===== config.mk =====
export PLATFORM = sky130hd
export DESIGN_NAME = parity_sweep_ctrl
export DESIGN_NICKNAME = d
export VERILOG_FILES = /design/src/rtl/parity_sweep_ctrl.sv
export SDC_FILE = /design/constraint.sdc
export NUM_CORES = 1
export LEC_CHECK = 0
export CORE_ASPECT_RATIO = 0.8
export CORE_MARGIN = 8
export CORE_UTILIZATION = 50
export CTS_BUF_LIST = sky130_fd_sc_hd__clkbuf_4 sky130_fd_sc_hd__clkbuf_8 sky130_fd_sc_hd__clkbuf_16
export CTS_CLUSTER_SIZE = 8
export DETAILED_ROUTE_END_ITERATION = 7
export GPL_ROUTABILITY_DRIVEN = 0
export PLACE_DENSITY = 0.77
export SLEW_MARGIN = 30
export SYNTH_ARGS = -nofsm -noshare
export SYNTH_HDL_FRONTEND = slang
export SYNTH_SLANG_ARGS = --single-unit

===== constraint.sdc =====
create_clock -name clk -period 2.7 [get_ports clk]
set_input_delay 0.54 -clock clk [delete_from_list [all_inputs] [get_ports clk]]
set_output_delay 0.54 -clock clk [all_outputs]
set_load 0.005 [all_outputs]

===== src/rtl/parity_sweep_ctrl.sv =====
// Sweeps every N-bit vector into a parity datapath, waits SETTLE cycles, and
// checks the SOP/POS outputs against golden odd parity.
module parity_sweep_ctrl #(
   parameter int unsigned N      = 3,
   parameter int unsigned SETTLE = 1
) (
   input  logic         clk,
   input  logic         rst_n,
   input  logic         start,
   output logic [N-1:0] vec_out,
   input  logic         y_in,
   input  logic         z_in,
   output logic         busy,
   output logic         done,
   output logic         pass,
   output logic [N:0]   mismatch_count,
   output logic [N-1:0] first_fail_vec,
   output logic         first_fail_valid
);

   localparam int unsigned CW = 4;
   localparam logic [N-1:0] VEC_LAST = {N{1'b1}};

   typedef enum logic [1:0] {IDLE, WAIT, SAMPLE, DONE} state_t;

   state_t        state;
   logic [CW-1:0] settle_cnt;

   logic          exp_c;
   logic          fail_c;
   logic [N:0]    count_nxt_c;

   // Golden check of the vector currently held on the datapath
   assign exp_c       = ^vec_out;
   assign fail_c      = (y_in != exp_c) || (z_in != exp_c);
   assign count_nxt_c = mismatch_count + (N+1)'(fail_c);

   always_ff @(posedge clk or negedge rst_n) begin
      if (!rst_n) begin
         state            <= IDLE;
         settle_cnt       <= '0;
         vec_out          <= '0;
         busy             <= 1'b0;
         done             <= 1'b0;
         pass             <= 1'b0;
         mismatch_count   <= '0;
         first_fail_vec   <= '0;
         first_fail_valid <= 1'b0;
      end else begin
         done <= 1'b0;
         case (state)
            IDLE: begin
               if (start) begin
                  mismatch_count   <= '0;
                  pass             <= 1'b0;
                  first_fail_valid <= 1'b0;
                  first_fail_vec   <= '0;
                  vec_out          <= '0;
                  settle_cnt       <= CW'(SETTLE);
                  busy             <= 1'b1;
                  state            <= (SETTLE == 0) ? SAMPLE : WAIT;
               end
            end
            WAIT: begin
               settle_cnt <= settle_cnt - CW'(1);
               if (settle_cnt <= CW'(1)) state <= SAMPLE;
            end
            SAMPLE: begin
               mismatch_count <= count_nxt_c;
               if (fail_c && !first_fail_valid) begin
                  first_fail_vec   <= vec_out;
                  first_fail_valid <= 1'b1;
               end
               // Sweep stops at all-ones; vec_out is held there afterwards
               if (vec_out == VEC_LAST) begin
                  busy  <= 1'b0;
                  done  <= 1'b1;
                  pass  <= (count_nxt_c == '0);
                  state <= DONE;
               end else begin
                  vec_out    <= vec_out + N'(1);
                  settle_cnt <= CW'(SETTLE);
                  state      <= (SETTLE == 0) ? SAMPLE : WAIT;
               end
            end
            DONE: begin
               state <= IDLE;
            end
            default: begin
               state <= IDLE;
            end
         endcase
      end
   end

endmodule


# [Word-level counts from Yosys, hierarchy flattened]
# Cells that the tools add are included.
[totals] regBits=20
[classes] n_mux=24 add_sub_neg=3 magnitude_cmp=1 reduce_logical=14 n_eq_ne=11
[ops] operator="4-bit two-way mux" n=3
[ops] operator="3-bit case mux with 2 select lines" n=2
[ops] operator="4-bit case mux with 3 select lines" n=1
[ops] operator="3-bit AND reduction" n=4
[ops] operator="2-bit inequality test, second input constant" n=5
[ops] operator="3-bit two-way mux" n=3
[ops] operator="2-bit case mux with 4 select lines" n=1
[ops] operator="4-bit case mux with 2 select lines" n=1
[ops] operator="1-bit two-way mux" n=7
[ops] operator="2-bit two-way mux" n=3
[ops] operator="1-bit case mux with 2 select lines" n=3
[ops] operator="4-bit by 1-bit adder with 4-bit output" n=1
[ops] operator="2-bit equality test, second input constant" n=2
[ops] operator="4-bit by 1-bit <= comparator with 1-bit output, second input constant" n=1
[ops] operator="4-bit logical NOT" n=1
[ops] operator="2-bit AND reduction" n=2
[ops] operator="4-bit by 1-bit subtractor with 4-bit output, second input constant" n=1
[ops] operator="3-bit by 1-bit adder with 3-bit output, second input constant" n=1
[ops] operator="3-bit equality test, second input constant" n=1
[ops] operator="3-bit nonzero test" n=1
[ops] operator="3-bit parity" n=1
[ops] operator="2-bit by 1-bit equality test with 1-bit output, second input constant" n=1
[ops] operator="2-bit logical NOT" n=1
[ops] operator="1-bit inequality test" n=2
[ops] operator="other kinds (4)" n=4

# [Logic depth before layout (Yosys ltp)]
# Gate-level depths: netlist of run 1.
[logic_depth] word_depth=7 ltp_mapped=9 depth_no_buf=9

# [Least setup slack after synthesis of run 1]
# No wires, ideal clock.
[synth_timing] path_kind="register to register" from="register vec_out[0]" to="register pass" path_buffers=0 required_ns=2.590 synth_period_minus_slack_ns=2.094 slack_ns=0.606 stages_incl_launch_ff=9 arrival_time_ns=1.984 cell_sequence="dfrtp_1 ha_1 xnor2_1 mux2i_1 ha_1 ha_1 nor2_1 nand3_1 o41ai_1"
[synth_between] elab_chain_cells=7 word_cells_on_any_way=11 cone_classes="add/sub (1); eq/ne (4); mux (2); reduce/logical (4)"
[synth_lines] element="from (decl)" line="10" source="output logic [N-1:0] vec_out,"
[synth_lines] element="from (signal assigned)" line="81" source="vec_out <= vec_out + N'(1);"
[synth_lines] element="3-bit parity" line="34" source="assign exp_c = ^vec_out;"
[synth_lines] element="1-bit inequality test" line="35" source="assign fail_c = (y_in != exp_c) || (z_in != exp_c);"
[synth_lines] element="1-bit logical OR" line="35"
[synth_lines] element="4-bit by 1-bit adder with 4-bit output" line="36" source="assign count_nxt_c = mismatch_count + (N+1)'(fail_c);"
[synth_lines] element="4-bit logical NOT" line="78" source="pass <= (count_nxt_c == '0);"
[synth_lines] element="1-bit two-way mux" line="75" source="if (vec_out == VEC_LAST) begin"
[synth_lines] element="1-bit case mux with 2 select lines" line="51" source="case (state)"
[synth_lines] element="to (signal assigned)" line="78"
[synth_lines] element="to (decl)" line="15" source="output logic pass,"
# Several ways; a longest one is shown, not always the timed one. The select of a mux whose other input is x is not followed.
# A chain may end at the register's enable or synchronous reset.

# [Worst setup path in the final report of run 1]
# Ends and elaborated chain as after synthesis.

==> impl_results.md, run 1 <==
* Status: complete, no violations
* Max-cap violation count at 0
* Core Rows at 14
* Initial antenna violation count at 0
* Most frequent cells in the layout: 20 x dfrtp_1, 18 x clkdlybuf4s50_1, 15 x nand2_1, 10 x o21ai_0
* Synth Instances at 106
* Die Area at 0.00379 mm2
* Largest net degree at the start of global routing at 21
* Critical hold path startpoint: first_fail_valid$_DFFE_PN0P_
* Final WS setup at 0.341 ns
* Initial DRC count at 28
* Finished Core Util at 65.7%
* VDD IR max at 679 uV
* Hold Path Depth at 2
* Max Freq at 0.424 GHz
* Via count at 816
* Maximum level of the CTS H-tree at 1
* Final min period at 2.36 ns
* Total power at 1.08 mW
* Count of final setup violators at 0
* Final Net Count at 137
* Num ports at 19
* Post-Place Cells at 145
* Post-Syn Area per Cell at 9.75 um2
* GRT met1 Usage at 14.7%
* Post-synthesis cell area at 0.00103 mm2
* Synthesized Nets at 117
* Antenna Violating Nets Remaining at 0
* Grt met3 use at 4.95%
* RSZ-0062 raised after global routing: false
* WS Path Type: flip-flop to flip-flop
* Post-DR vias/cell at 5.51
* First-pass GRT wire length at 3680 um
* Main flop type after synthesis: dfrtp_1
* Crit Path Max Fanout at 6
* YS warnings at 0
* Setup WS pre-CTS at 0.374 ns
* Reg clk slew, reported paths at 0.11 ns
* WP data arrival at 2.55 ns
* # hold bufs at CTS at 0
* R2r setup slk at 0.34 ns
* Total setup buffers inserted after CTS at 0
* Sum Neg Setup Slack at 0 ns
* Initial Util at 54.1%
* Final setup skew at 0.00367 ns
* Final Cycle Share at 87.4%
* Worst Setup Start Kind: flip-flop
* # port buffers at 18
* Drc violations at 0
* DR WL/cell at 14.3 um
* Largest cells by area after synthesis: dfrtp_1 48%, ha_1 7.3%, nand2_1 5.4%
* Critical Path RT at 2.90 ns
* RR Startpoint: vec_out[0]$_DFFE_PN0P_
* Yosys reg bits at 20
* PwrDens at 862 mW/mm2
* Die Y at 56.7 um
* Worst hold-check path type: flip-flop to flip-flop
* Hold endpoint: first_fail_valid$_DFFE_PN0P_
* Die width at 66.8 um
* Worst-Margin Slew at 0.611 ns
* Pre-antenna DRT Iters at 4
* Drt total wl at 2120 um
* Area of the multi-input gates at 488 um2
* M2 GR Usage at 19.8%
* Post-synthesis cell type count at 29
* Grt total ovfl at 0
* Layout area overhead at 21.4%
* Post-synth top area cell: dfrtp_1
* CTS tree: built
* Leak at 0.579 nW
* Max Buffers Root-to-Sink at 2
* GRT Total Usage at 12.3%
* Post-DP HPWL at 1600 um
* Seq/Total Area, Yosys at 48.4%
* TritonCTS Buffers at 3
* FF-to-FF path depth at 8
* Inserted Diodes at 0
* Core area at 0.00191 mm2
* Clk root buf: clkbuf_4
* CP Capture Type: flip-flop
* Global route hottest layer: met2
* Final Non-Filler Cells at 148
* Fraction of layout cells with a size suffix above 1 at 5.65%
* Vias in the first global route at 810
* Final slew viol count at 0
* Commonest non-fill, non-tap cell in the layout: dfrtp_1
* Post-CTS Resized at 0
* Top-area cell type share of the netlist area at 48.4%
* Fill cell count at 163
* Final Hold Viols at 0
* Worst reg2reg endpoint: pass$_DFFE_PN0P_
* CTS Sinks at 20
* EDFF count, synth at 0
* Sequential Area at 500 um2
* Post-synth ARST share at 100%
* Clk Latency, worst-skew pair at 0.30 ns
* Slew headroom at 59.2%
[synthesized netlist by cell type (2+ instances only)]
| cell type | n |
|---|---|
| buf_2 | 3 |
| xor2_1 | 2 |
| dfrtp_1 | 20 |
| a22oi_1 | 3 |
| inv_1 | 6 |
| nand2_1 | 15 |
| o21ai_0 | 10 |
| ha_1 | 6 |
| mux2i_1 | 4 |
| a22o_1 | 4 |
| a21oi_1 | 3 |
| nor3_1 | 4 |
| xnor2_1 | 3 |
| nor2_1 | 6 |
| nand3_1 | 2 |
| a21boi_0 | 2 |
[cell families after synthesis]
logic type | Yosys count | share of synthesized area [%]
AND/OR/NAND/NOR | 32 | 14.2
multiplexers | 4 | 3.87
flip-flops | 20 | 48.4
AO/OA/AOI/OAI | 28 | 17.7
buffers and inverters | 11 | 4.36
XOR/XNOR | 5 | 4.24
adder cells (fa/ha/maj) | 6 | 7.26
[worst max-delay path by stage]
stage / cells past startpoint / slack, ns / start / endpoint
after floorplan: 8 / 0.61 / vec_out[0]$_DFFE_PN0P_ / pass$_DFFE_PN0P_
after global placement: 8 / 0.45 / z_in / pass$_DFFE_PN0P_
after detailed placement: 8 / 0.37 / z_in / pass$_DFFE_PN0P_
after CTS: 8 / 0.34 / vec_out[0]$_DFFE_PN0P_ / pass$_DFFE_PN0P_
after global routing: 8 / 0.17 / vec_out[0]$_DFFE_PN0P_ / pass$_DFFE_PN0P_
final: 8 / 0.34 / vec_out[0]$_DFFE_PN0P_ / pass$_DFFE_PN0P_
[state kept, by name (all words and copies together), names as in the netlist]
register,count
busy,1
done,1
first_fail_valid,1
first_fail_vec,3
mismatch_count,4
pass,1
settle_cnt,4
state,2
vec_out,3
[layer usage]
layer / part of all wire [%] / wire length (um)
met1: 45 / 951
met2: 47 / 991
met3: 7.4 / 157
met4: 0.99 / 21
met5: 0 / 0
[critical path, stage by stage, from the launching register on]
cell,delay (ns)
dfrtp_1,0.45
ha_1,0.34
xnor2_1,0.27
mux2i_1,0.30
ha_1,0.21
ha_1,0.25
nor2_1,0.11
nand3_1,0.08
o41ai_1,0.24
[per-stage QoR]
step / hold slack [ns] / area [um2]
after floorplan: 0.244 / 1030
after global placement: 0.485 / 1230
after detailed placement: 0.484 / 1230
after CTS: 0.510 / 1250
after global routing: 0.548 / 1250
final: 0.507 / 1250
[power by group]
group	internal, mW	switching (mW)
clock	0.0520	0.0871
combinational	0.236	0.205
sequential	0.380	0.121
[layout make-up]
class | instances | share of cell area [%]
clock buffers | 3 | 1.79
inverters | 7 | 2.09
multi-input cells | 75 | 38.9
flip-flops and latches | 20 | 39.9
well taps | 24 | 2.39
repair buffers | 19 | 15.0
Note: power is estimated with default switching activity, not from simulation.
==> run 2, diff against run 1 <==
--- a/config.mk
+++ b/config.mk
@@ -5,6 +5,7 @@
 export SDC_FILE = /design/constraint.sdc
 export NUM_CORES = 1
 export LEC_CHECK = 0
+export CAP_MARGIN = 15
 export CORE_ASPECT_RATIO = 0.8
 export CORE_MARGIN = 8
 export CORE_UTILIZATION = 50
==> results of run 2 <==
Same layout as run 1: the final DEF is identical, and so are final timing and power.
==> variant: new RTL, settings of run 2 <==
Add an input register stage for `start`, `y_in` and `z_in`; this delays them by one clock.
--- a/src/rtl/parity_sweep_ctrl.sv
+++ b/src/rtl/parity_sweep_ctrl.sv
@@ -24,4 +24,14 @@
    typedef enum logic [1:0] {IDLE, WAIT, SAMPLE, DONE} state_t;
 
+   logic start_q;
+   logic y_q;
+   logic z_q;
+
+   always_ff @(posedge clk) begin
+      start_q <= start;
+      y_q     <= y_in;
+      z_q     <= z_in;
+   end
+
    state_t        state;
    logic [CW-1:0] settle_cnt;
@@ -33,5 +43,5 @@
    // Golden check of the vector currently held on the datapath
    assign exp_c       = ^vec_out;
-   assign fail_c      = (y_in != exp_c) || (z_in != exp_c);
+   assign fail_c      = (y_q != exp_c) || (z_q != exp_c);
    assign count_nxt_c = mismatch_count + (N+1)'(fail_c);
 
@@ -51,5 +61,5 @@
          case (state)
             IDLE: begin
-               if (start) begin
+               if (start_q) begin
                   mismatch_count   <= '0;
                   pass             <= 1'b0;
Behaviour: not the same (a bounded check fails within 4 cycles, from zero or initial values and one cycle with rst_n low).
==> variant against run 2 <==
Count of clock-buffer cells in the layout rose by 1; area after synthesis is 4.7% higher; sequential power increased by 12%; total power increased by 12%; worst setup slack gained 0.015 ns; sequential cell count grew 3; routed wire length is 1.1% higher; cell area increased by 5.0%.
==> variant: results (changes against run 2) <==
global-route met3 utilization = 0.04615 (-0.003351)
share of layout cells above drive strength 1 = 0.05556 (-0.0008961)
clock skew = 0.008690 ns (+0.005024 ns)
wire per inst = 14.21 um (-0.88%)
Syn Nets = 117 (unchanged)
DP Wirelength = 1.597 mm (-0.30%)
hold crit path type = in -> async
mean cell area of the mapped netlist = 10.21 um2 (+4.7%)
fin cells = 151 (+2.0%)
hold slack = 0.5253 ns (+0.01798 ns)
via/cell ratio = 5.510 (about the same)
postcts setup bufs = 0 (unchanged)
root buffer cell = clkbuf_4
Worst VDD drop = 0.0006269 V (-7.6%)
status = finished clean
DR pass1 iterations = 5 (+1)
post-CTS resize count = 0 (unchanged)
GRT Util Overall = 0.1192 (-0.003497)
Area contributors post-synth = dfrtp_1, ha_1, dfxtp_1
fin nets = 138 (+0.73%)
metal2 WL = 967 um (-2.4%)
P_comb = 476 uW (+7.9%)
first-pass GRT wire length = 3.601 mm (-2.1%)
CP max-delay cell = dfrtp_1
clock power share = 0.143 (+0.014)
Int Power = 757.4 uW (+13%)
Leak = 0.0006121 uW (+5.8%)
initial antenna violation count = 0 (unchanged)
Placed Area = 1287 um2 (+4.5%)
clk slew on worst S/H paths = 0.13 ns (+0.02 ns)
Clk. pwr = 173 uW (+24%)
share of flip-flops with an asynchronous set or reset = 0.8696 (-0.1304)
vias in the first global route = 782 (-3.5%)
CP max FO = 6 (unchanged)
Crit path max-delay family = adder cells
Max Freq = 426.6 MHz (+0.62%)
CP arrival = 2.56 ns (about the same)
Place WS = 0.3614 ns (-0.01234 ns)
pin slew with the least headroom to its limit = 0.6024 ns (-0.008982 ns)
Fillers = 189 (+16%)
DR iter-0 viols = 21 (-25%)
FF-to-FF path depth = 8 (unchanged)
Met3 Routed Length = 140 um (-11%)
H-tree Lvls = 1 (unchanged)
top post-synthesis cells by count = dfrtp_1, nand2_1, o21ai_0, ha_1, inv_1
TritonCTS Buffers = 3 (unchanged)
Skew-Pair Late Insertion Delay = 0.32 ns (+0.02 ns)
max layer used = met4
Netlist cell types = 32 (+10%)
Seq/Total Area, Yosys = 0.5179 (+0.03366)
met1 usage = 0.1547 (+0.007403)
Setup CP Type = reg -> reg
met1 WL = 1.006 mm (+5.8%)
pin count of the biggest net entering global routing = 21 (unchanged)
met2 Use GR = 0.1711 (-0.02642)
[variant: cell count changes after synthesis, sizes merged]
cell    delta
clkbuf     -1
a21boi     -1
a22o       +1
nor2       -1
nand3      -1
nor3       -1
inv        -1
xnor2      -1
dfxtp      +3
nand4      +1
nand2b     +2
[variant: logic make-up after synthesis]
family                   share of synthesized area
flip-flops                                  0.5179
buffers and inverters                      0.03352
AO/OA/AOI/OAI                               0.1699
AND/OR/NAND/NOR                             0.1399
adder cells (fa/ha/maj)                    0.06936
XOR/XNOR                                   0.03238
multiplexers                               0.03700
[variant: area by class of cell]
class	instances	area (um2)	share of cell area
multi-input combinational	74	485.5	0.3685
timing repair buffer	19	187.7	0.1425
tap	25	31.28	0.02374
inverter	6	22.52	0.01709
clock buffer	4	30.03	0.02279
sequential	23	560.5	0.4255
